**config.mk**
```make
export PLATFORM = sky130hd
export DESIGN_NAME = stopwatch_ctrl_flat
export DESIGN_NICKNAME = d
export VERILOG_FILES = /design/src/rtl/stopwatch_pkg.sv /design/src/rtl/stopwatch_ctrl_if.sv /design/src/rtl/stopwatch_ctrl_btn_debounce.sv /design/src/rtl/stopwatch_ctrl.sv /design/src/flat_wrapper.sv
export SDC_FILE = /design/constraint.sdc
export NUM_CORES = 1
export LEC_CHECK = 0
export ABC_AREA = 1
export ABC_CLOCK_PERIOD_IN_PS = 4700
export BUFFER_PORTS_ARGS = -buffer_cell sky130_fd_sc_hd__buf_2
export CAP_MARGIN = 15
export CORE_MARGIN = 2
export CORE_UTILIZATION = 49
export CTS_CLUSTER_SIZE = 14
export DETAILED_ROUTE_END_ITERATION = 10
export SETUP_SLACK_MARGIN = 0.5
export SLEW_MARGIN = 15
export SYNTH_ARGS = -nofsm -noshare
export SYNTH_HDL_FRONTEND = slang
export SYNTH_SLANG_ARGS = --single-unit
```
**constraint.sdc**
```tcl
create_clock -name clk_c -period 4.7 [get_ports clk_c]
set_input_delay 0.705 -clock clk_c [delete_from_list [all_inputs] [get_ports clk_c]]
set_output_delay 0.705 -clock clk_c [all_outputs]
set_load 0.05 [all_outputs]
```
**src/rtl/stopwatch_pkg.sv**
```systemverilog
// Shared types and constants for the mm:ss stopwatch: FSM states, digit select codes
// and per-digit maxima used by both the sequencer and the counter datapath.
package stopwatch_pkg;

    typedef enum logic [1:0] {
        SW_RUN    = 2'd0,
        SW_PAUSED = 2'd1,
        SW_ADJUST = 2'd2
    } sw_state_t;

    typedef logic [1:0] sw_sel_t;

    localparam sw_sel_t SEL_SEC_ONES = 2'b00;
    localparam sw_sel_t SEL_SEC_TENS = 2'b01;
    localparam sw_sel_t SEL_MIN_ONES = 2'b10;
    localparam sw_sel_t SEL_MIN_TENS = 2'b11;

    localparam logic [3:0] SEC_ONES_MAX = 4'd9;
    localparam logic [3:0] SEC_TENS_MAX = 4'd5;
    localparam logic [3:0] MIN_ONES_MAX = 4'd9;
    localparam logic [3:0] MIN_TENS_MAX = 4'd5;

    // Wrap value of the digit addressed by an adjust select code.
    function automatic logic [3:0] digit_max(input sw_sel_t sel);
        logic [3:0] max_v;
        case (sel)
            SEL_SEC_ONES: max_v = SEC_ONES_MAX;
            SEL_SEC_TENS: max_v = SEC_TENS_MAX;
            SEL_MIN_ONES: max_v = MIN_ONES_MAX;
            default:      max_v = MIN_TENS_MAX;
        endcase
        return max_v;
    endfunction

endpackage

```
**src/rtl/stopwatch_ctrl_if.sv**
```systemverilog
// Strobe/status bundle from the stopwatch sequencer to the mm:ss counter datapath.
interface stopwatch_ctrl_if;
    import stopwatch_pkg::*;

    logic    count_en_o;
    logic    adj_tick_o;
    sw_sel_t adj_sel_o;
    logic    adj_mode_o;
    logic    clr_o;
    logic    paused_o;
    logic    blink_o;

    modport master (
        output count_en_o, adj_tick_o, adj_sel_o, adj_mode_o, clr_o, paused_o, blink_o
    );

    modport slave (
        input count_en_o, adj_tick_o, adj_sel_o, adj_mode_o, clr_o, paused_o, blink_o
    );

endinterface

```
**src/rtl/stopwatch_ctrl_btn_debounce.sv**
```systemverilog
// Button conditioner: 2-flop synchroniser, stable-sample debounce counter and a registered
// single-cycle press on each rising debounced edge. A button held through reset is not a press.
module btn_debounce #(
    parameter int unsigned DB_CYCLES = 1_000_000
) (
    input  logic clk_c,
    input  logic reset_c,
    input  logic btn_i,
    output logic press_o
);

    localparam int unsigned CNT_W = (DB_CYCLES > 1) ? $clog2(DB_CYCLES) : 1;
    localparam logic [CNT_W-1:0] CNT_LAST = CNT_W'(DB_CYCLES - 1);

    logic [1:0]       sync_q, sync_d;
    logic [1:0]       vld_q, vld_d;
    logic             armed_q, armed_d;
    logic             level_q, level_d;
    logic [CNT_W-1:0] cnt_q, cnt_d;
    logic             press_q, press_d;

    // armed only once a genuine released sample has come through the synchroniser
    always_comb begin
        sync_d  = {sync_q[0], btn_i};
        vld_d   = {vld_q[0], 1'b1};
        armed_d = armed_q | (vld_q[1] & ~sync_q[1]);
        level_d = level_q;
        cnt_d   = cnt_q;
        if (sync_q[1] == level_q) begin
            cnt_d = '0;
        end else if (cnt_q == CNT_LAST) begin
            cnt_d   = '0;
            level_d = sync_q[1];
        end else begin
            cnt_d = cnt_q + CNT_W'(1);
        end
        press_d = level_d & ~level_q & armed_q;
    end

    always_ff @(posedge clk_c or posedge reset_c) begin
        if (reset_c) begin
            sync_q  <= '0;
            vld_q   <= '0;
            armed_q <= 1'b0;
            level_q <= 1'b0;
            cnt_q   <= '0;
            press_q <= 1'b0;
        end else begin
            sync_q  <= sync_d;
            vld_q   <= vld_d;
            armed_q <= armed_d;
            level_q <= level_d;
            cnt_q   <= cnt_d;
            press_q <= press_d;
        end
    end

    assign press_o = press_q;

endmodule

```
**src/rtl/stopwatch_ctrl.sv**
```systemverilog
// Stopwatch sequencer: button/switch conditioning, RUN/PAUSED/ADJUST FSM and the 1 Hz / 2 Hz
// strobe dividers feeding the counter. Define STOPWATCH_BLINK_EN to build the digit blink divider.
module stopwatch_ctrl
    import stopwatch_pkg::*;
#(
    parameter int unsigned CLK_DIV_1HZ = 100_000_000,
    parameter int unsigned CLK_DIV_2HZ = 50_000_000,
    parameter int unsigned DB_CYCLES   = 1_000_000,
    parameter int unsigned BLINK_DIV   = 25_000_000
) (
    input  logic             clk_c,
    input  logic             reset_c,
    input  logic             btn_pause_i,
    input  logic             btn_rst_i,
    input  logic             sw_adj_i,
    input  sw_sel_t          sw_sel_i,
    stopwatch_ctrl_if.master cnt_if
);

    localparam int unsigned PRESC_W = (CLK_DIV_1HZ > 1) ? $clog2(CLK_DIV_1HZ) : 1;
    localparam int unsigned ADJ_W   = (CLK_DIV_2HZ > 1) ? $clog2(CLK_DIV_2HZ) : 1;
    localparam logic [PRESC_W-1:0] PRESC_LAST = PRESC_W'(CLK_DIV_1HZ - 1);
    localparam logic [ADJ_W-1:0]   ADJ_LAST   = ADJ_W'(CLK_DIV_2HZ - 1);

    logic pause_press;
    logic rst_press;

    sw_state_t          state_q, state_d;
    logic [PRESC_W-1:0] presc_q, presc_d;
    logic [ADJ_W-1:0]   adj_div_q, adj_div_d;
    logic [1:0]         adj_s_q, adj_s_d;
    sw_sel_t            sel_s1_q, sel_s2_q;
    logic               count_en_q, count_en_d;
    logic               adj_tick_q, adj_tick_d;
    logic               clr_q, clr_d;
    logic               paused_q, paused_d;
    logic               adj_mode_q, adj_mode_d;

    btn_debounce #(.DB_CYCLES(DB_CYCLES)) u_db_pause (
        .clk_c   (clk_c),
        .reset_c (reset_c),
        .btn_i   (btn_pause_i),
        .press_o (pause_press)
    );

    btn_debounce #(.DB_CYCLES(DB_CYCLES)) u_db_rst (
        .clk_c   (clk_c),
        .reset_c (reset_c),
        .btn_i   (btn_rst_i),
        .press_o (rst_press)
    );

    // Mode FSM: adjust level beats clear press beats pause press; losers are dropped
    always_comb begin
        state_d = state_q;
        clr_d   = 1'b0;
        adj_s_d = {adj_s_q[0], sw_adj_i};
        case (state_q)
            SW_RUN: begin
                if (adj_s_q[1]) begin
                    state_d = SW_ADJUST;
                end else if (rst_press) begin
                    clr_d   = 1'b1;
                    state_d = SW_PAUSED;
                end else if (pause_press) begin
                    state_d = SW_PAUSED;
                end
            end
            SW_PAUSED: begin
                if (adj_s_q[1]) begin
                    state_d = SW_ADJUST;
                end else if (rst_press) begin
                    clr_d = 1'b1;
                end else if (pause_press) begin
                    state_d = SW_RUN;
                end
            end
            SW_ADJUST: begin
                if (!adj_s_q[1]) begin
                    state_d = SW_PAUSED;
                end else if (rst_press) begin
                    clr_d = 1'b1;
                end
            end
            default: state_d = SW_PAUSED;
        endcase

        // prescaler keeps its fraction across pauses; a clear wins over a coincident wrap
        count_en_d = 1'b0;
        presc_d    = presc_q;
        if (clr_d) begin
            presc_d = '0;
        end else if (state_q == SW_RUN) begin
            if (presc_q == PRESC_LAST) begin
                presc_d    = '0;
                count_en_d = 1'b1;
            end else begin
                presc_d = presc_q + PRESC_W'(1);
            end
        end

        adj_tick_d = 1'b0;
        adj_div_d  = '0;
        if (state_q == SW_ADJUST) begin
            if (adj_div_q == ADJ_LAST) begin
                adj_tick_d = 1'b1;
            end else begin
                adj_div_d = adj_div_q + ADJ_W'(1);
            end
        end

        paused_d   = (state_d == SW_PAUSED);
        adj_mode_d = (state_d == SW_ADJUST);
    end

    always_ff @(posedge clk_c or posedge reset_c) begin
        if (reset_c) begin
            state_q    <= SW_PAUSED;
            presc_q    <= '0;
            adj_div_q  <= '0;
            adj_s_q    <= '0;
            sel_s1_q   <= SEL_SEC_ONES;
            sel_s2_q   <= SEL_SEC_ONES;
            count_en_q <= 1'b0;
            adj_tick_q <= 1'b0;
            clr_q      <= 1'b0;
            paused_q   <= 1'b1;
            adj_mode_q <= 1'b0;
        end else begin
            state_q    <= state_d;
            presc_q    <= presc_d;
            adj_div_q  <= adj_div_d;
            adj_s_q    <= adj_s_d;
            sel_s1_q   <= sw_sel_i;
            sel_s2_q   <= sel_s1_q;
            count_en_q <= count_en_d;
            adj_tick_q <= adj_tick_d;
            clr_q      <= clr_d;
            paused_q   <= paused_d;
            adj_mode_q <= adj_mode_d;
        end
    end

`ifdef STOPWATCH_BLINK_EN
    localparam int unsigned BLINK_W = (BLINK_DIV > 1) ? $clog2(BLINK_DIV) : 1;
    localparam logic [BLINK_W-1:0] BLINK_LAST = BLINK_W'(BLINK_DIV - 1);

    logic [BLINK_W-1:0] blink_div_q, blink_div_d;
    logic               blink_q, blink_d;

    // blink phase restarts from dark on every ADJUST entry
    always_comb begin
        blink_div_d = blink_div_q;
        blink_d     = blink_q;
        if (state_d != SW_ADJUST || state_q != SW_ADJUST) begin
            blink_div_d = '0;
            blink_d     = 1'b0;
        end else if (blink_div_q == BLINK_LAST) begin
            blink_div_d = '0;
            blink_d     = ~blink_q;
        end else begin
            blink_div_d = blink_div_q + BLINK_W'(1);
        end
    end

    always_ff @(posedge clk_c or posedge reset_c) begin
        if (reset_c) begin
            blink_div_q <= '0;
            blink_q     <= 1'b0;
        end else begin
            blink_div_q <= blink_div_d;
            blink_q     <= blink_d;
        end
    end

    assign cnt_if.blink_o = blink_q;
`else
    assign cnt_if.blink_o = 1'b0;
`endif

    assign cnt_if.count_en_o = count_en_q;
    assign cnt_if.adj_tick_o = adj_tick_q;
    assign cnt_if.adj_sel_o  = sel_s2_q;
    assign cnt_if.adj_mode_o = adj_mode_q;
    assign cnt_if.clr_o      = clr_q;
    assign cnt_if.paused_o   = paused_q;

endmodule
```
**src/flat_wrapper.sv**
```systemverilog
// flat-port wrapper written by rule: the top's interface ports become plain ports
module stopwatch_ctrl_flat import stopwatch_pkg::*;
#(
    parameter int unsigned CLK_DIV_1HZ = 100_000_000,
    parameter int unsigned CLK_DIV_2HZ = 50_000_000,
    parameter int unsigned DB_CYCLES   = 1_000_000,
    parameter int unsigned BLINK_DIV   = 25_000_000
)
  (clk_c, reset_c, btn_pause_i, btn_rst_i, sw_adj_i, sw_sel_i, cnt_if_count_en_o, cnt_if_adj_tick_o, cnt_if_adj_sel_o, cnt_if_adj_mode_o, cnt_if_clr_o, cnt_if_paused_o, cnt_if_blink_o);
  stopwatch_ctrl_if cnt_if_i ();
  input  logic clk_c;
  input  logic reset_c;
  input  logic btn_pause_i;
  input  logic btn_rst_i;
  input  logic sw_adj_i;
  input  sw_sel_t sw_sel_i;
  output wire logic [$bits(cnt_if_i.count_en_o)-1:0] cnt_if_count_en_o;
  output wire logic [$bits(cnt_if_i.adj_tick_o)-1:0] cnt_if_adj_tick_o;
  output wire logic [$bits(cnt_if_i.adj_sel_o)-1:0] cnt_if_adj_sel_o;
  output wire logic [$bits(cnt_if_i.adj_mode_o)-1:0] cnt_if_adj_mode_o;
  output wire logic [$bits(cnt_if_i.clr_o)-1:0] cnt_if_clr_o;
  output wire logic [$bits(cnt_if_i.paused_o)-1:0] cnt_if_paused_o;
  output wire logic [$bits(cnt_if_i.blink_o)-1:0] cnt_if_blink_o;
  assign cnt_if_count_en_o = cnt_if_i.count_en_o;
  assign cnt_if_adj_tick_o = cnt_if_i.adj_tick_o;
  assign cnt_if_adj_sel_o = cnt_if_i.adj_sel_o;
  assign cnt_if_adj_mode_o = cnt_if_i.adj_mode_o;
  assign cnt_if_clr_o = cnt_if_i.clr_o;
  assign cnt_if_paused_o = cnt_if_i.paused_o;
  assign cnt_if_blink_o = cnt_if_i.blink_o;
  stopwatch_ctrl #(.CLK_DIV_1HZ(CLK_DIV_1HZ), .CLK_DIV_2HZ(CLK_DIV_2HZ), .DB_CYCLES(DB_CYCLES), .BLINK_DIV(BLINK_DIV)) u_core (.clk_c(clk_c), .reset_c(reset_c), .btn_pause_i(btn_pause_i), .btn_rst_i(btn_rst_i), .sw_adj_i(sw_adj_i), .sw_sel_i(sw_sel_i), .cnt_if(cnt_if_i));
endmodule
```
==> results of run 1 <==
==> kinds of logic after synthesis <==
logic type	synth area share (%)
AND/OR/NAND/NOR	38.6
adder cells (fa/ha/maj)	0.768
XOR/XNOR	5.38
AO/OA/AOI/OAI	2.40
buffers and inverters	7.35
flip-flops	45.4
other	0.115
==> cell type report <==
class	instances	area, um2	area share (%)
tap	176	220	3.00
inverter	113	427	5.80
clock inverter	11	126	1.72
multi-input combinational	638	3080	41.9
clock buffer	21	460	6.26
timing repair buffer	15	80.1	1.09
sequential	118	2960	40.2
==> worst paths after layout <==
| kind | cells past startpoint | from | slack [ns] | endpoint |
|---|---|---|---|---|
| hold reg to reg | 0 | u_core.u_db_pause.vld_q[0] | 0.35 | u_core.u_db_pause.vld_q[1] |
| setup / recovery | 1 | u_core.cnt_if.paused_o | 2.82 | cnt_if_paused_o |
| min in group asynchronous | 2 | reset_c | 0.40 | u_core.presc_q[5] |
| setup reg to reg | 8 | u_core.adj_div_q[0] | 2.92 | u_core.adj_div_q[21] |
| hold / removal | 0 | u_core.u_db_pause.vld_q[0] | 0.35 | u_core.u_db_pause.vld_q[1] |
| max in group asynchronous | 3 | reset_c | 3.38 | u_core.cnt_if.paused_o |
==> registers in the layout, indices dropped and copies added (netlist names), 2 cells and up <==
name	count
u_core.cnt_if.adj_sel_o	2
u_core.u_db_pause.sync_q	2
u_core.adj_s_q	2
u_core.adj_div_q	26
u_core.u_db_rst.sync_q	2
u_core.u_db_pause.vld_q	2
u_core.sel_s1_q	2
u_core.presc_q	27
u_core.u_db_rst.cnt_q	20
u_core.state_q	2
u_core.u_db_pause.cnt_q	20
==> through the flow <==
stage	setup WS [ns]	cells	hold WS (ns)	utilization [%]	cell area (um2)
2_1_floorplan	0.869	875	0.331	-	6520
3_3_place_gp	2.89	1060	0.335	51.5	6760
3_5_place_dp	2.86	1060	0.338	51.5	6760
4_1_cts	2.80	1092	0.350	56.0	7350
5_1_grt	2.74	1092	0.351	56.0	7350
6_report	2.82	1092	0.349	56.0	7350
==> placed cells by master (no fill, tap or decap), types with 13 or more instances in the layout <==
master,instances
nand2_1,209
nor2_2,19
nand4_1,15
nor3_1,17
buf_2,13
nor2_1,189
xor2_1,33
dfrtp_1,116
clkbuf_16,17
nand3_1,82
inv_1,107
==> power by group <==
| part | switching [mW] | internal [mW] |
|---|---|---|
| clock | 0.478 | 0.806 |
| combinational | 0.116 | 0.0445 |
| sequential | 0.0369 | 1.06 |
==> per-layer routing <==
metal / track usage (%) / part of all wire (%) / vias up
met1: 29.6 / 48 / 2517
met5: 0 / 0 / -
met2: 35.4 / 46 / 104
met3: 6.32 / 4.2 / 25
li1: - / - / 2775
met4: 6.91 / 1.5 / 0
==> flow_metrics.py, run 1 <==
metrics = {
    "logic_synthesis": {
        "synth_top_cell_area_share_pct": 44.5,
        "synth-edff-count": 0,
        "avgSynthCellArea_um2": 7.45,
        "synth_area_leaders": "dfrtp_1, nand2_1, nor2_1",
        "synthCells": 875,
        "synth_flop_cell": "dfrtp_1",
        "synth_cell_types": 38,
        "yosysMostFrequentCell": "nand2_1",
        "synthTopCellsByCount": "nand2_1, nor2_1, dfrtp_1",
        "syn_area_um2": 6520,
        "yosysWarningCount": 0,
        "seq_area_frac_synth_pct": 45.4,
        "synth-async-reset-ratio_pct": 100,
        "syn-num-nets": 886,
        "ys_seq_elements": 118,
        "synth_top_cell_by_area": "dfrtp_1",
    },
    "cts": {
        "cts_tree": "done",
        "cts_setup_buffers": 0,
        "ctsHtreeMaxLevel": 4,
        "cts.path.max_buffers": 2,
        "holdBufCountCts": 0,
        "clockRootBuffer": "clkbuf_16",
        "ctsResizeCount": 0,
        "clk_pin_slew_ns": 0.06,
        "clk_latency_ns": 0.43,
        "cts_buffers": 17,
        "cts.sinks": 118,
    },
    "global_route": {
        "overflow": 0,
        "grt_pass1_vias": 5362,
        "grt_pass1_wl_um": 25000,
        "grt_max_degree": 60,
        "grt_use_total_pct": 22.2,
        "antenna_found_initial": 0,
    },
    "sta": {
        "worst_slew_pin_slew_ns": 0.717,
        "setup_viol": 0,
        "timing.final.crit_share_pct": 40.1,
        "clock_skew_ns": 0.00558,
        "max_freq_mhz": 531,
        "rsz0062_at_grt": "false",
        "relSlewSlack_pct": 52.2,
        "fin_crit_ns": 1.88,
        "finalSetupTns_ns": 0,
        "drv_slew": 0,
        "hold_viol": 0,
    },
    "drt": {
        "viasPerCell": 4.96,
        "drt_iter0_drc": 370,
        "wirelength_um": 14300,
        "first_pass_iters": 5,
        "drtAntennaViolNets": 0,
        "wl_per_cell_um": 13.1,
        "remaining_drc_errors": 0,
        "vias": 5421,
    },
    "power_and_ir_drop": {
        "cellLeakagePower_nw": 3.27,
        "irDropWorstVdd_mv": 0.249,
        "total_power_mw": 2.54,
        "p_per_area_nw_per_um2": 345,
    },
    "floorplan": {
        "core_area_um2": 13100,
        "boundaryPins": 15,
        "die_y_um": 119,
        "die_w_um": 119,
        "rows": 42,
        "initial_core_util_pct": 49.6,
        "dieArea_um2": 14200,
    },
    "setup_path": {
        "critPathMaxStageDelay_ns": 0.51,
        "cp_slowest_cell": "dfstp_2",
        "arrival_ns": 1.18,
        "path_max_fanout": 1,
        "endpoint_kind": "primary output",
        "critical-path-top-delay-family": "flip-flops",
        "crit_required_ns": 3.99,
        "crit_path_cell_trace": "buf_2",
        "crit_buf_inv": 1,
        "crit_type": "reg2out",
        "crit_path_start_kind": "flip-flop",
    },
    "layout": {
        "drive_above_1_share_pct": 10.7,
        "syn2layout_area_growth_pct": 12.8,
        "diodes": 0,
        "final_nets": 914,
        "fillCellCount": 1237,
    },
    "hold_path": {
        "min_path_type": "reg2reg",
    },
    "place": {
        "dp_hpwl_um": 10400,
        "finalWeightedCongestion": 0.913,
        "io_buffers": 13,
    },
    "outcome": {
        "status": "finished, final reports clean",
    },
    "flow_run": {
        "drv_cap": 0,
    },
}
Note: power is estimated with default switching activity, not from simulation.
==> run 2, diff against run 1 <==
--- a/config.mk
+++ b/config.mk
@@ -6,7 +6,7 @@
 export NUM_CORES = 1
 export LEC_CHECK = 0
 export ABC_AREA = 1
-export ABC_CLOCK_PERIOD_IN_PS = 4700
+export ABC_CLOCK_PERIOD_IN_PS = 1850
 export BUFFER_PORTS_ARGS = -buffer_cell sky130_fd_sc_hd__buf_2
 export CAP_MARGIN = 15
 export CORE_MARGIN = 2
==> constraint.sdc (replaced) <==
create_clock -name clk_c -period 1.85 [get_ports clk_c]
set_input_delay 0.2775 -clock clk_c [delete_from_list [all_inputs] [get_ports clk_c]]
set_output_delay 0.2775 -clock clk_c [all_outputs]
set_load 0.05 [all_outputs]
==> flow_metrics.py, run 2 (synthesis results as in run 1) <==
metrics = {
    "power_and_ir_drop": {
        "intPower_mw": 5.29,
        "p_sw_share_pct": 25.1,
        "p_per_area_nw_per_um2": 787,
        "irDropWorstVdd_mv": 0.700,
        "cellLeakagePower_nw": 3.97,
        "p_switching_mw": 1.77,
        "clockPowerShare_pct": 50.5,
        "pwr-share-comb_pct": 10.0,
        "seq_power_share_pct": 39.5,
        "total_power_mw": 7.07,
    },
    "cts": {
        "ctsHtreeMaxLevel": 4,
        "cts.sinks": 118,
        "clockRootBuffer": "clkbuf_16",
        "cts_buffers": 17,
        "clk_pin_slew_ns": 0.06,
        "clk_latency_ns": 0.42,
        "cts_tree": "done",
        "cts.path.max_buffers": 2,
    },
    "sta": {
        "finalSetupTns_ns": 0,
        "fin_crit_ns": 1.55,
        "relSlewSlack_pct": 57.0,
        "rsz0062_at_grt": "true",
        "drv_slew": 0,
        "hold_viol": 0,
        "worst_slew_pin_slew_ns": 0.643,
        "timing.final.crit_share_pct": 83.8,
        "max_freq_mhz": 645,
        "clock_skew_ns": 0.00608,
        "setup_viol": 0,
    },
    "hold_path": {
        "hold_start": "u_core.u_db_pause.sync_q[0]",
        "min_path_type": "reg2reg",
        "holdPathStages": 0,
        "hold_path_end": "u_core.u_db_pause.sync_q[1]",
    },
    "drt": {
        "wirelength_um": 16400,
        "wl_per_cell_um": 14.0,
        "drtAntennaViolNets": 0,
        "remaining_drc_errors": 0,
        "first_pass_iters": 5,
        "vias": 5984,
        "viasPerCell": 5.11,
        "drt_iter0_drc": 444,
    },
    "setup_path": {
        "crit_path_cell_trace": "nand2_2 -> nor2_1 -> nand2_1 -> nor2_4 -> nand3_4 -> nand2_8 -> nor2_4",
        "crit_buf_inv": 0,
        "critical-path-top-delay-family": "simple AND/OR/NAND/NOR gates",
        "arrival_ns": 1.86,
        "rrSetupSlack_ns": 0.30,
        "endpoint_kind": "flip-flop",
        "crit_path_start_kind": "flip-flop",
        "crit_required_ns": 2.16,
        "r2r_end": "u_core.presc_q[12]",
        "ff2ff_path_depth": 7,
        "cp_common_cell": "nor2_4",
        "path_max_fanout": 5,
        "critPathMaxStageDelay_ns": 0.44,
        "startpoint": "u_core.presc_q[14]",
        "crit_type": "reg2reg",
        "cp_slowest_cell": "dfrtp_1",
        "r2r-start": "u_core.presc_q[14]",
    },
    "floorplan": {
        "die_w_um": 119,
        "die_y_um": 119,
        "dieArea_um2": 14200,
        "core_area_um2": 13100,
        "boundaryPins": 15,
        "rows": 42,
        "initial_core_util_pct": 49.6,
    },
    "layout": {
        "largest_reg_flops": 27,
        "top_regs": "u_core.presc_q (27), u_core.adj_div_q (26)",
        "final_area_um2": 8980,
        "top_register": "u_core.presc_q",
        "seqCellArea_um2": 2970,
        "final_nets": 993,
        "final_common_cell": "nand2_1",
        "drive_above_1_share_pct": 32.1,
        "fillCellCount": 1079,
        "diodes": 0,
        "syn2layout_area_growth_pct": 37.8,
        "mostFrequentLayoutCells": "nand2_1, nor2_1, dfrtp_1",
        "multi_input_area_um2": 3900,
    },
    "global_route": {
        "grt_use_total_pct": 23.3,
        "overflow": 0,
        "antenna_found_initial": 0,
        "grt_max_degree": 38,
        "grt_pass1_vias": 5677,
        "grt_pass1_wl_um": 26500,
    },
    "place": {
        "dp_hpwl_um": 10400,
        "placed_area_um2": 6910,
        "io_buffers": 13,
        "finalWeightedCongestion": 0.930,
    },
    "outcome": {
        "status": "finished, final reports clean",
    },
    "flow_run": {
        "drv_cap": 0,
    },
}
## run 2: cell types whose count changed in the layout (fill, tap and decap cells not counted), moves of 17 or more
| cell | before | now |
|---|---|---|
| buf_4 | 2 | 56 |
| nand2_1 | 209 | 176 |
| nand2_2 | 8 | 31 |
| nand3_1 | 82 | 65 |
| nor2_1 | 189 | 140 |
| nor2_2 | 19 | 36 |
| nor2_4 | 6 | 38 |
## run 2: stage by stage
step,hold WS [ns],setup WS [ns],utilization [%],cells
5_1_grt,0.355,0.206,68.4,1171
4_1_cts,0.351,0.299,62.7,1137
6_report,0.349,0.300,68.4,1171
3_3_place_gp,0.332,0.249,52.6,1067
3_5_place_dp,0.338,0.201,52.6,1067
2_1_floorplan,0.309,0.133,-,875
## run 2: routing by layer
metal / GRT usage, % / routed length, um / vias to the layer above
met3: 5.36 / 785 / 25
li1: - / - / 2942
met4: 7.87 / 261 / 0
met5: 0 / 0 / -
met1: 31.5 / 7320 / 2872
met2: 37.1 / 8050 / 145
## run 2: power groups by stage
stage               logic, mW  registers [mW]  clock network, mW
floorplan               0.316            2.83                  0
global placement        0.446            2.82                  0
detailed placement      0.456            2.82                  0
CTS                     0.587            2.78               3.63
global route            0.778            2.80               3.76
finish                  0.705            2.79               3.57
## run 2: final cells by class
| cell class | instances | share of cell area (%) |
|---|---|---|
| clock inverter | 15 | 2.38 |
| sequential | 118 | 33.1 |
| inverter | 113 | 4.99 |
| clock buffer | 17 | 4.74 |
| tap | 176 | 2.45 |
| multi-input combinational | 642 | 43.4 |
| timing repair buffer | 90 | 8.94 |
## run 2: timing repair
item,4_1_cts,5_1_grt
endpoints found under the hold margin,27,0
gates cloned,5,0
endpoints found under the setup margin,77,89
setup buffers,27,34
hold buffers,6,0
gates resized for setup,88,136
pin swaps,25,45
## run 2: how the worst max path moves through the flow
stage	cells after the start	slack, ns	to
6_report	7	0.30	u_core.presc_q[12]
3_5_place_dp	8	0.20	u_core.adj_div_q[15]
5_1_grt	9	0.21	u_core.presc_q[21]
2_1_floorplan	1	0.13	u_core.adj_div_q[0]
3_3_place_gp	8	0.25	u_core.adj_div_q[15]
4_1_cts	8	0.30	u_core.presc_q[22]
